### config.mk
export PLATFORM = sky130hd
export DESIGN_NAME = muldiv_sequencer
export DESIGN_NICKNAME = d
export VERILOG_FILES = /design/src/rtl/muldiv_pkg.sv /design/src/rtl/div_step.sv /design/src/rtl/muldiv_sequencer.sv
export SDC_FILE = /design/constraint.sdc
export NUM_CORES = 1
export LEC_CHECK = 0
export CAP_MARGIN = 20
export CORE_MARGIN = 1.5
export CORE_UTILIZATION = 55
export CTS_BUF_LIST = sky130_fd_sc_hd__clkbuf_4
export CTS_CLUSTER_DIAMETER = 200
export DETAILED_ROUTE_END_ITERATION = 7
export PLACE_DENSITY = 0.75
export SLEW_MARGIN = 20
export SYNTH_ARGS = -nofsm -noshare
export SYNTH_HDL_FRONTEND = slang
export SYNTH_SLANG_ARGS = --single-unit
### constraint.sdc
create_clock -name clk -period 14.1 [get_ports clk]
set_clock_uncertainty 0.2 [all_clocks]
set_input_delay 2.82 -clock clk [delete_from_list [all_inputs] [get_ports clk]]
set_output_delay 2.82 -clock clk [all_outputs]
set_load 0.02 [all_outputs]
### src/rtl/muldiv_pkg.sv
// Shared constants and state encoding for the iterative multiply/divide sequencer.
// Operation codes match the ALU's alu_ops field.
// ITER is the default operand width, and so the number of iterations per operation.
package muldiv_pkg;

    localparam logic [3:0] OP_MUL = 4'b1100;
    localparam logic [3:0] OP_DIV = 4'b1101;
    localparam logic [3:0] OP_REM = 4'b1110;

    localparam int ITER = 32;

    typedef enum logic [2:0] {
        IDLE,
        MUL,
        DIV,
        FIX,
        DONE
    } state_t;

endpackage

### src/rtl/div_step.sv
// One restoring-division iteration on unsigned magnitudes; purely combinational.
// The quotient register shifts the next dividend bit out of its MSB and the new quotient bit into its LSB.
// The remainder is restored (kept as the shifted value) whenever the trial subtract borrows.
module div_step #(
    parameter int W = 32
) (
    input  logic [W-1:0] i_rem,
    input  logic [W-1:0] i_quo,
    input  logic [W-1:0] i_dvsr,
    output logic [W-1:0] o_rem,
    output logic [W-1:0] o_quo
);

    logic [W:0] w_shift;
    logic [W:0] w_diff;

    // Shift the remainder left, pull in the next dividend bit, then do the trial subtract
    assign w_shift = {i_rem, i_quo[W-1]};
    assign w_diff  = w_shift - {1'b0, i_dvsr};

    // A borrow (MSB set) means the divisor did not fit: keep the shifted remainder, quotient bit 0
    assign o_rem = w_diff[W] ? w_shift[W-1:0] : w_diff[W-1:0];
    assign o_quo = {i_quo[W-2:0], ~w_diff[W]};

endmodule

### src/rtl/muldiv_sequencer.sv
// Iterative multiply / signed divide sequencer. Macro MULDIV_REM_EN adds signed remainder (op 4'b1110).
// Latency in edges, acceptance edge included: mul 33, div 34, special cases and unsupported ops 1.
// Accepts only in IDLE; the result is held in DONE with stable data until resp_ready is seen.
module muldiv_sequencer
    import muldiv_pkg::*;
#(
    parameter int DATA_W = ITER
) (
    input  logic              clk,
    input  logic              rst,
    input  logic              req_valid,
    output logic              req_ready,
    input  logic [3:0]        req_op,
    input  logic [DATA_W-1:0] req_a,
    input  logic [DATA_W-1:0] req_b,
    output logic              resp_valid,
    input  logic              resp_ready,
    output logic [DATA_W-1:0] resp_data,
    output logic              busy
);

    localparam int CNT_W = $clog2(DATA_W) + 1;
    localparam logic [DATA_W-1:0] MIN_NEG = {1'b1, {(DATA_W-1){1'b0}}};
    localparam logic [CNT_W-1:0]  LAST    = CNT_W'(DATA_W - 1);

    state_t            r_state;
    logic [CNT_W-1:0]  r_cnt;
    // r_x: product accumulator / remainder; r_y: multiplier / dividend-then-quotient;
    // r_z: multiplicand / divisor magnitude
    logic [DATA_W-1:0] r_x;
    logic [DATA_W-1:0] r_y;
    logic [DATA_W-1:0] r_z;
    logic [DATA_W-1:0] r_resp_data;
    logic              r_neg_q;
    logic              r_neg_r;
    logic              r_rem_sel;
    logic              r_resp_valid;
    logic              r_busy;
    logic              r_req_ready;

    logic              w_req_rem;
    logic              w_req_div;
    logic              w_div_zero;
    logic              w_div_ovf;
    logic [DATA_W-1:0] w_spec_val;
    logic [DATA_W-1:0] w_abs_a;
    logic [DATA_W-1:0] w_abs_b;
    logic [DATA_W-1:0] w_acc_nxt;
    logic [DATA_W-1:0] w_rem_nxt;
    logic [DATA_W-1:0] w_quo_nxt;
    logic [DATA_W-1:0] w_quo_fix;
    logic [DATA_W-1:0] w_rem_fix;

`ifdef MULDIV_REM_EN
    assign w_req_rem = (req_op == OP_REM);
`else
    assign w_req_rem = 1'b0;
`endif

    // Divide-class requests and the two cases that bypass the iteration loop
    assign w_req_div  = (req_op == OP_DIV) || w_req_rem;
    assign w_div_zero = (req_b == '0);
    assign w_div_ovf  = (req_a == MIN_NEG) && (req_b == '1);
    assign w_spec_val = w_req_rem ? (w_div_zero ? req_a : '0)
                                  : (w_div_zero ? '1 : MIN_NEG);

    assign w_abs_a = req_a[DATA_W-1] ? -req_a : req_a;
    assign w_abs_b = req_b[DATA_W-1] ? -req_b : req_b;

    // Shift-add: fold in the multiplicand when the current multiplier bit is set
    assign w_acc_nxt = r_y[0] ? (r_x + r_z) : r_x;

    // Sign restoration: quotient negative when operand signs differ, remainder follows the dividend
    assign w_quo_fix = r_neg_q ? -r_y : r_y;
    assign w_rem_fix = r_neg_r ? -r_x : r_x;

    div_step #(
        .W (DATA_W)
    ) u_div_step (
        .i_rem  (r_x),
        .i_quo  (r_y),
        .i_dvsr (r_z),
        .o_rem  (w_rem_nxt),
        .o_quo  (w_quo_nxt)
    );

    // Sequencer FSM with registered handshake outputs and datapath registers
    always_ff @(posedge clk or posedge rst) begin
        if (rst) begin
            r_state      <= IDLE;
            r_cnt        <= '0;
            r_x          <= '0;
            r_y          <= '0;
            r_z          <= '0;
            r_resp_data  <= '0;
            r_neg_q      <= 1'b0;
            r_neg_r      <= 1'b0;
            r_rem_sel    <= 1'b0;
            r_resp_valid <= 1'b0;
            r_busy       <= 1'b0;
            r_req_ready  <= 1'b1;
        end else begin
            case (r_state)
                IDLE: begin
                    if (req_valid) begin
                        r_busy      <= 1'b1;
                        r_req_ready <= 1'b0;
                        r_cnt       <= '0;
                        r_x         <= '0;
                        r_neg_q     <= req_a[DATA_W-1] ^ req_b[DATA_W-1];
                        r_neg_r     <= req_a[DATA_W-1];
                        r_rem_sel   <= w_req_rem;
                        if (req_op == OP_MUL) begin
                            r_y     <= req_b;
                            r_z     <= req_a;
                            r_state <= MUL;
                        end else if (w_req_div && !w_div_zero && !w_div_ovf) begin
                            r_y     <= w_abs_a;
                            r_z     <= w_abs_b;
                            r_state <= DIV;
                        end else begin
                            // Special divide cases and unsupported ops answer straight away
                            r_resp_data  <= w_req_div ? w_spec_val : '0;
                            r_resp_valid <= 1'b1;
                            r_state      <= DONE;
                        end
                    end
                end
                MUL: begin
                    r_x   <= w_acc_nxt;
                    r_y   <= r_y >> 1;
                    r_z   <= r_z << 1;
                    r_cnt <= r_cnt + 1'b1;
                    if (r_cnt == LAST) begin
                        r_resp_data  <= w_acc_nxt;
                        r_resp_valid <= 1'b1;
                        r_state      <= DONE;
                    end
                end
                DIV: begin
                    r_x   <= w_rem_nxt;
                    r_y   <= w_quo_nxt;
                    r_cnt <= r_cnt + 1'b1;
                    if (r_cnt == LAST) begin
                        r_state <= FIX;
                    end
                end
                FIX: begin
                    r_resp_data  <= r_rem_sel ? w_rem_fix : w_quo_fix;
                    r_resp_valid <= 1'b1;
                    r_state      <= DONE;
                end
                DONE: begin
                    if (resp_ready) begin
                        r_resp_valid <= 1'b0;
                        r_busy       <= 1'b0;
                        r_req_ready  <= 1'b1;
                        r_state      <= IDLE;
                    end
                end
                default: begin
                    r_state <= IDLE;
                end
            endcase
        end
    end

    assign req_ready  = r_req_ready;
    assign resp_valid = r_resp_valid;
    assign resp_data  = r_resp_data;
    assign busy       = r_busy;

endmodule

==> run_results.csv, run 1 <==
group,metric,value,unit
run_status,status,"finished with violations",
run_status,violations,"design-rule violations",
die,die_y,157.0,um
final_layout,final_cells,2023,
clock_tree,clkTransAtPathRegs,0.15,ns
timing,setup_viol,0,
setup_path,worstPathArrival,6.74,ns
route,wl_per_cell,22.04,um
global_route,grt_max_degree,76,
placement,gp_congestion,1.001,
synthesis,synth_warnings,0,
power_and_ir_drop,p_leak,5.968,nW
global_route,grt_pass1_vias,12181,
power_and_ir_drop,power_density,226.9,nW/um^2
run,max-cap-violations,0,
clock_tree,cts_resized,0,
timing,finalHoldViolCount,0,
placement,placed_area,14250,um^2
synthesis,yosys.cell_types.count,76,
synthesis,synth.cell_area,13040,um^2
global_route,antenna_found_initial,1,
final_layout,final_cell_mix,"nand2_1, o21ai_0, dfrtp_1",
synthesis,syn-num-nets,1797,
synthesis,synth-seq-area-share,27.07,%
die,core,23330,um^2
setup_path,end_kind,"register",
setup_path,worstPathRequired,14.37,ns
global_route,grt_pass1_wl,68570,um
clock_tree,htreeDepth,4,
final_layout,area_delta_synth_final,11.51,%
clock_tree,clk_path_buf_depth,2,
clock_tree,insertion_delay,0.63,ns
timing,slew_headroom,29.60,%
clock_tree,post-cts-setup-buffer-count,0,
synthesis,synth_flop_cell,"dfrtp_1",
synthesis,ys_ff_latch,141,
final_layout,design_area,14540,um^2
setup_path,critPathKind,"in2reg",
route,postRouteAntennaNets,0,
die,rows,56,
die,die_area,24640,um^2
hold_path,min_path_type,"reg2reg",
setup_path,cp_max_fo,33,
power_and_ir_drop,ir_worst_vdd,0.1163,mV
die,initial_core_util,55.89,%
final_layout,regArea,3531,um^2
route,drt_iter0_markers,1382,
die,dieWidth,157.0,um
final_layout,nNetsFinal,1832,
die,io_pins,107,
timing,max_freq,154.5,MHz
route,vias_per_cell,6.684,
clock_tree,postCtsHoldBufs,0,
synthesis,synthArstFlopShare,100.0,%
final_layout,multi_input_area,8865,um^2
route,num_vias,13521,
timing,post-route-period-util,45.91,%
placement,hpwlAfterDp,33290,um
timing,worst_pin_slew,1.056,ns
timing,fin_crit,6.473,ns
timing,rsz0062_at_grt,"no",
timing,slew_viol_final,0,
clock_tree,cts_num_sinks,141,
power_and_ir_drop,finalPower,3.299,mW
timing,finalSetupTns,0,ns
placement,port_buffers,106,
placement,dp.cells,1990,
global_route,grtUsageTotal,36.50,%
synthesis,synth.avg_cell_area,7.879,um^2
setup_path,critPathLaunchType,"primary input",
route,routed_wl,44580,um
clock_tree,clock-root-buffer,"clkbuf_4",
clock_tree,cts_tree,"yes",
clock_tree,cts_buffers,17,
final_layout,layout_commonest_cell,"nand2_1",
synthesis,synth_edf_count,0,
route,post-route-drc-count,1,
final_layout,finish.utilization,62.32,%
route,firstDrtPassIters,8,
final_layout,layout-drive-gt1-share,5.578,%
synthesis,synth_cells,1655,
final_layout,fillers,2095,
global_route,grt.overflow.total,0,
cell usage after synthesis (all sizes together) (14+ instances only):
| cell | number | area [um^2] |
|---|---|---|
| nand2 | 175 | 656.9 |
| o21ai | 157 | 785.8 |
| dfrtp | 140 | 3503 |
| nor2 | 134 | 510.5 |
| a21oi | 127 | 639.4 |
| clkbuf | 93 | 349.1 |
| xor2 | 87 | 762.0 |
| a211oi | 78 | 585.6 |
| ha | 68 | 850.8 |
| inv | 60 | 225.2 |
| xnor2 | 51 | 446.7 |
| nand3 | 40 | 200.2 |
| o31ai | 37 | 296.5 |
| mux2i | 31 | 310.3 |
| o22a | 30 | 262.8 |
| o22ai | 26 | 162.7 |
| a21o | 19 | 142.6 |
| buf | 19 | 106.4 |
| nand2b | 18 | 112.6 |
| nand4 | 18 | 112.6 |
| o211ai | 18 | 135.1 |
| nor4 | 17 | 106.4 |
| or3 | 17 | 111.4 |
| nor3 | 16 | 80.08 |
| o41ai | 16 | 158.9 |
| o32a | 15 | 150.1 |
| mux2 | 14 | 157.7 |
where the power goes:
group,internal [mW],switching [mW]
Sequential,0.583,0.254
Combinational,0.891,1.28
Clock,0.0972,0.192
Total,1.57,1.73
registers in the layout (all words and copies together) (netlist names):
signal      cells
r_state         3
resp_data      32
r_z            32
busy            1
req_ready       1
r_x            32
resp_valid      1
r_y            32
r_neg_q         1
r_cnt           6
through the flow:
stage	setup WS (ns)	hold slack, ns
floorplan	7.300	0.2558
global placement	7.202	0.2682
detailed placement	7.142	0.2776
CTS	7.783	0.2964
global route	7.481	0.3226
finish	7.627	0.3058
worst paths after layout:
kind / from / to / slack (ns) / cells past startpoint
min in group asynchronous: rst / resp_data[6] / 2.46 / 2
max reg2reg: r_y[31] / r_x[29] / 8.61 / 14
max: req_a[1] / resp_data[25] / 7.63 / 14
max in group asynchronous: rst / r_z[15] / 9.81 / 3
min: r_cnt[5] / r_cnt[5] / 0.31 / 1
min reg2reg: r_cnt[5] / r_cnt[5] / 0.31 / 1
cells by family after synthesis:
group / count (synthesis) / synth area share, %
adder cells (fa/ha/maj): 70 / 6.832
buffers and inverters: 172 / 5.220
AND/OR/NAND/NOR: 481 / 16.98
AO/OA/AOI/OAI: 608 / 31.04
XOR/XNOR: 138 / 9.269
multiplexers: 45 / 3.589
flip-flops: 141 / 27.07
worst max-delay path: stages:
cell             delay [ns]
clkdlybuf4s50_1        0.49
inv_1                  0.09
ha_1                   0.16
or3b_2                 0.49
nor4bb_1               0.62
nand3_1                0.29
o21ai_0                0.28
a21oi_2                0.10
o31ai_4                0.23
buf_4                  0.41
o21ai_2                0.09
buf_4                  0.27
a221oi_1               0.26
a22oi_1                0.12
cell type report:
cell class	instances	area share (%)
Antenna cell	1	0.01721
Tap cell	319	2.745
Clock inverter	14	1.050
Sequential cell	141	24.28
Clock buffer	18	0.9293
Multi-Input combinational cell	1342	60.96
Timing Repair Buffer	128	8.432
Inverter	60	1.583
per-layer routing:
metal | wire length, um | track usage, %
met5 | 0 | 0
met3 | 3796 | 5.562
met2 | 20260 | 58.07
met4 | 2401 | 19.37
met1 | 18120 | 47.89
Power figures use the tool's default switching activity.
==> run 2: changes to the inputs <==
==> constraint.sdc (replaced) <==
create_clock -name clk -period 6.7 [get_ports clk]
set_clock_uncertainty 0.2 [all_clocks]
set_input_delay 1.34 -clock clk [delete_from_list [all_inputs] [get_ports clk]]
set_output_delay 1.34 -clock clk [all_outputs]
set_load 0.02 [all_outputs]
==> run 2 against run 1 <==
The flow now finishes without violations; sequential share of layout area about the same; critical path type is now reg2reg; combinational power up 110%; global-route usage up 0.38 points; setup slack worse by 6.3 ns; clock-buffer cell count down 1; sequential cell count unchanged; largest cell class unchanged; first-iteration DRC count up 14%; non-clock buffer count unchanged; critical path depth unchanged; hold slack better by 0.0029 ns; register-to-register slack worse by 7.2 ns; critical endpoint is now r_x[29]; sequential power up 110%.
==> run_results.csv, run 2 (synthesized netlist as in run 1, its figures left out) <==
group,metric,value,unit
power_and_ir_drop,pwr-share-seq,25.4,%
placement,hpwlAfterDp,33780,um
placement,place_ws,1.216,ns
final_layout,area_delta_synth_final,11.42,%
run,max-cap-violations,0,
final_layout,fillers,2131,
final_layout,finish.utilization,62.27,%
timing,setup_viol,0,
final_layout,nNetsFinal,1832,
die,core,23330,um^2
clock_tree,cts_tree,"yes",
final_layout,final_cell_mix,"nand2_1, o21ai_0, dfrtp_1",
timing,post-route-period-util,79.56,%
power_and_ir_drop,finalPower,6.929,mW
route,firstDrtPassIters,7,
clock_tree,htreeDepth,4,
timing,finalHoldViolCount,0,
setup_path,rr_endpoint,"r_x[29]",
timing,rsz0062_at_grt,"no",
timing,fin_crit,5.331,ns
timing,max_freq,187.6,MHz
setup_path,critPathLaunchType,"register",
timing,worst_pin_slew,1.162,ns
route,wl_per_cell,22.25,um
setup_path,end_kind,"register",
power_and_ir_drop,p_switching,3.658,mW
clock_tree,cts_num_sinks,141,
route,postRouteAntennaNets,0,
timing,slew_headroom,21.82,%
setup_path,r2r_cells,14,
setup_path,worstPathRequired,6.98,ns
clock_tree,clk_path_buf_depth,2,
power_and_ir_drop,comb_power_share,66.2,%
placement,gp_congestion,0.9843,
power_and_ir_drop,p_leak,5.959,nW
power_and_ir_drop,p_int,3.270,mW
timing,slew_viol_final,0,
power_and_ir_drop,power_density,476.9,nW/um^2
hold_path,hold_start,"r_cnt[5]",
die,io_pins,107,
clock_tree,cts_resized,0,
route,routed_wl,45040,um
final_layout,layout_commonest_cell,"nand2_1",
route,post-route-drc-count,0,
clock_tree,postCtsHoldBufs,0,
die,die_area,24640,um^2
power_and_ir_drop,ir_worst_vdd,0.2043,mV
timing,finalSetupTns,0,ns
setup_path,r2r_slack,1.37,ns
route,drt_iter0_markers,1573,
placement,port_buffers,106,
global_route,grt.overflow.total,0,
global_route,antenna_found_initial,1,
run_status,status,"finished clean",
global_route,grt_max_degree,96,
power_and_ir_drop,swShare,52.80,%
final_layout,layout-drive-gt1-share,5.578,%
die,dieWidth,157.0,um
hold_path,hold_depth,1,
setup_path,r2r-start,"r_y[31]",
clock_tree,cts_buffers,17,
setup_path,worstPathArrival,5.61,ns
hold_path,min_path_type,"reg2reg",
clock_tree,insertion_delay,0.59,ns
global_route,grtUsageTotal,36.88,%
setup_path,cp_max_fo,22,
hold_path,min_to,"r_cnt[5]",
die,rows,56,
power_and_ir_drop,clockPowerShare,8.3,%
die,initial_core_util,55.89,%
clock_tree,clkTransAtPathRegs,0.16,ns
setup_path,critPathKind,"reg2reg",
clock_tree,clock-root-buffer,"clkbuf_4",
die,die_y,157.0,um
route,vias_per_cell,6.702,
route,num_vias,13565,
clock_tree,post-cts-setup-buffer-count,0,
timing,layout_setup_ws,1.369,ns
global_route,grt_pass1_wl,69590,um
global_route,grt_pass1_vias,12237,
==> run 2: cell types whose count changed in the layout (fill, tap and decap cells not counted), sizes merged <==
cell,change
diode,+1
inv,+2
bufinv,-1
clkbuf,-1
==> run 2: area by class of cell <==
type,instances,area [um^2],area share (%)
Antenna cell,2,5.005,0.03445
Timing Repair Buffer,128,1226,8.440
Inverter,60,230.2,1.585
Clock inverter,15,145.1,0.9990
Sequential cell,141,3531,24.30
Tap cell,319,399.1,2.747
Multi-Input combinational cell,1342,8865,61.01
Clock buffer,17,127.6,0.8784
==> run 2: metal layers <==
layer / wire (um) / up-vias / GRT usage, %
met5: 0 / - / 0
met4: 2582 / 0 / 19.91
met3: 3791 / 131 / 4.956
met2: 20380 / 739 / 57.84
met1: 18290 / 6467 / 49.40
li1: - / 6228 / -
==> run 2: worst max-delay path, stage by stage (launching register included) <==
cell	delay [ns]
dfrtp_1	0.50
inv_1	0.15
ha_1	0.22
fa_1	0.22
nor2b_1	0.07
o31ai_1	0.43
a21oi_1	0.32
a221o_1	0.54
a21oi_1	0.42
mux2i_1	0.45
nand2_1	0.54
buf_4	0.44
nand2_1	0.28
nor2_1	0.10
o32a_1	0.34
==> run 2: how the worst max path moves through the flow <==
stage                  start  endpoint  slack, ns  depth (start not counted)
floorplan                rst      busy       1.38                          1
CTS                  r_y[31]   r_x[29]       1.53                         14
global placement    req_a[1]   r_y[23]       1.27                         12
finish               r_y[31]   r_x[29]       1.37                         14
detailed placement  req_a[1]   r_y[26]       1.22                         12
global route         r_y[31]   r_x[29]       1.16                         14
==> run 2: metrics by stage <==
step	hold WS, ns	cells	cell area (um^2)
after global placement	0.2690	1990	14250
after global routing	0.3454	2024	14530
after floorplan	0.2558	1655	13040
after detailed placement	0.2903	1990	14250
final	0.3087	2024	14530
after CTS	0.3092	2022	14520
==> run 2: power by group through the flow <==
stage / logic [mW] / clock network, mW / registers [mW]
after global placement: 4.39 / 0 / 1.73
final: 4.59 / 0.577 / 1.76
after global routing: 5.02 / 0.611 / 1.80
after detailed placement: 4.49 / 0 / 1.75
after floorplan: 3.31 / 0 / 1.65
after CTS: 4.52 / 0.576 / 1.73
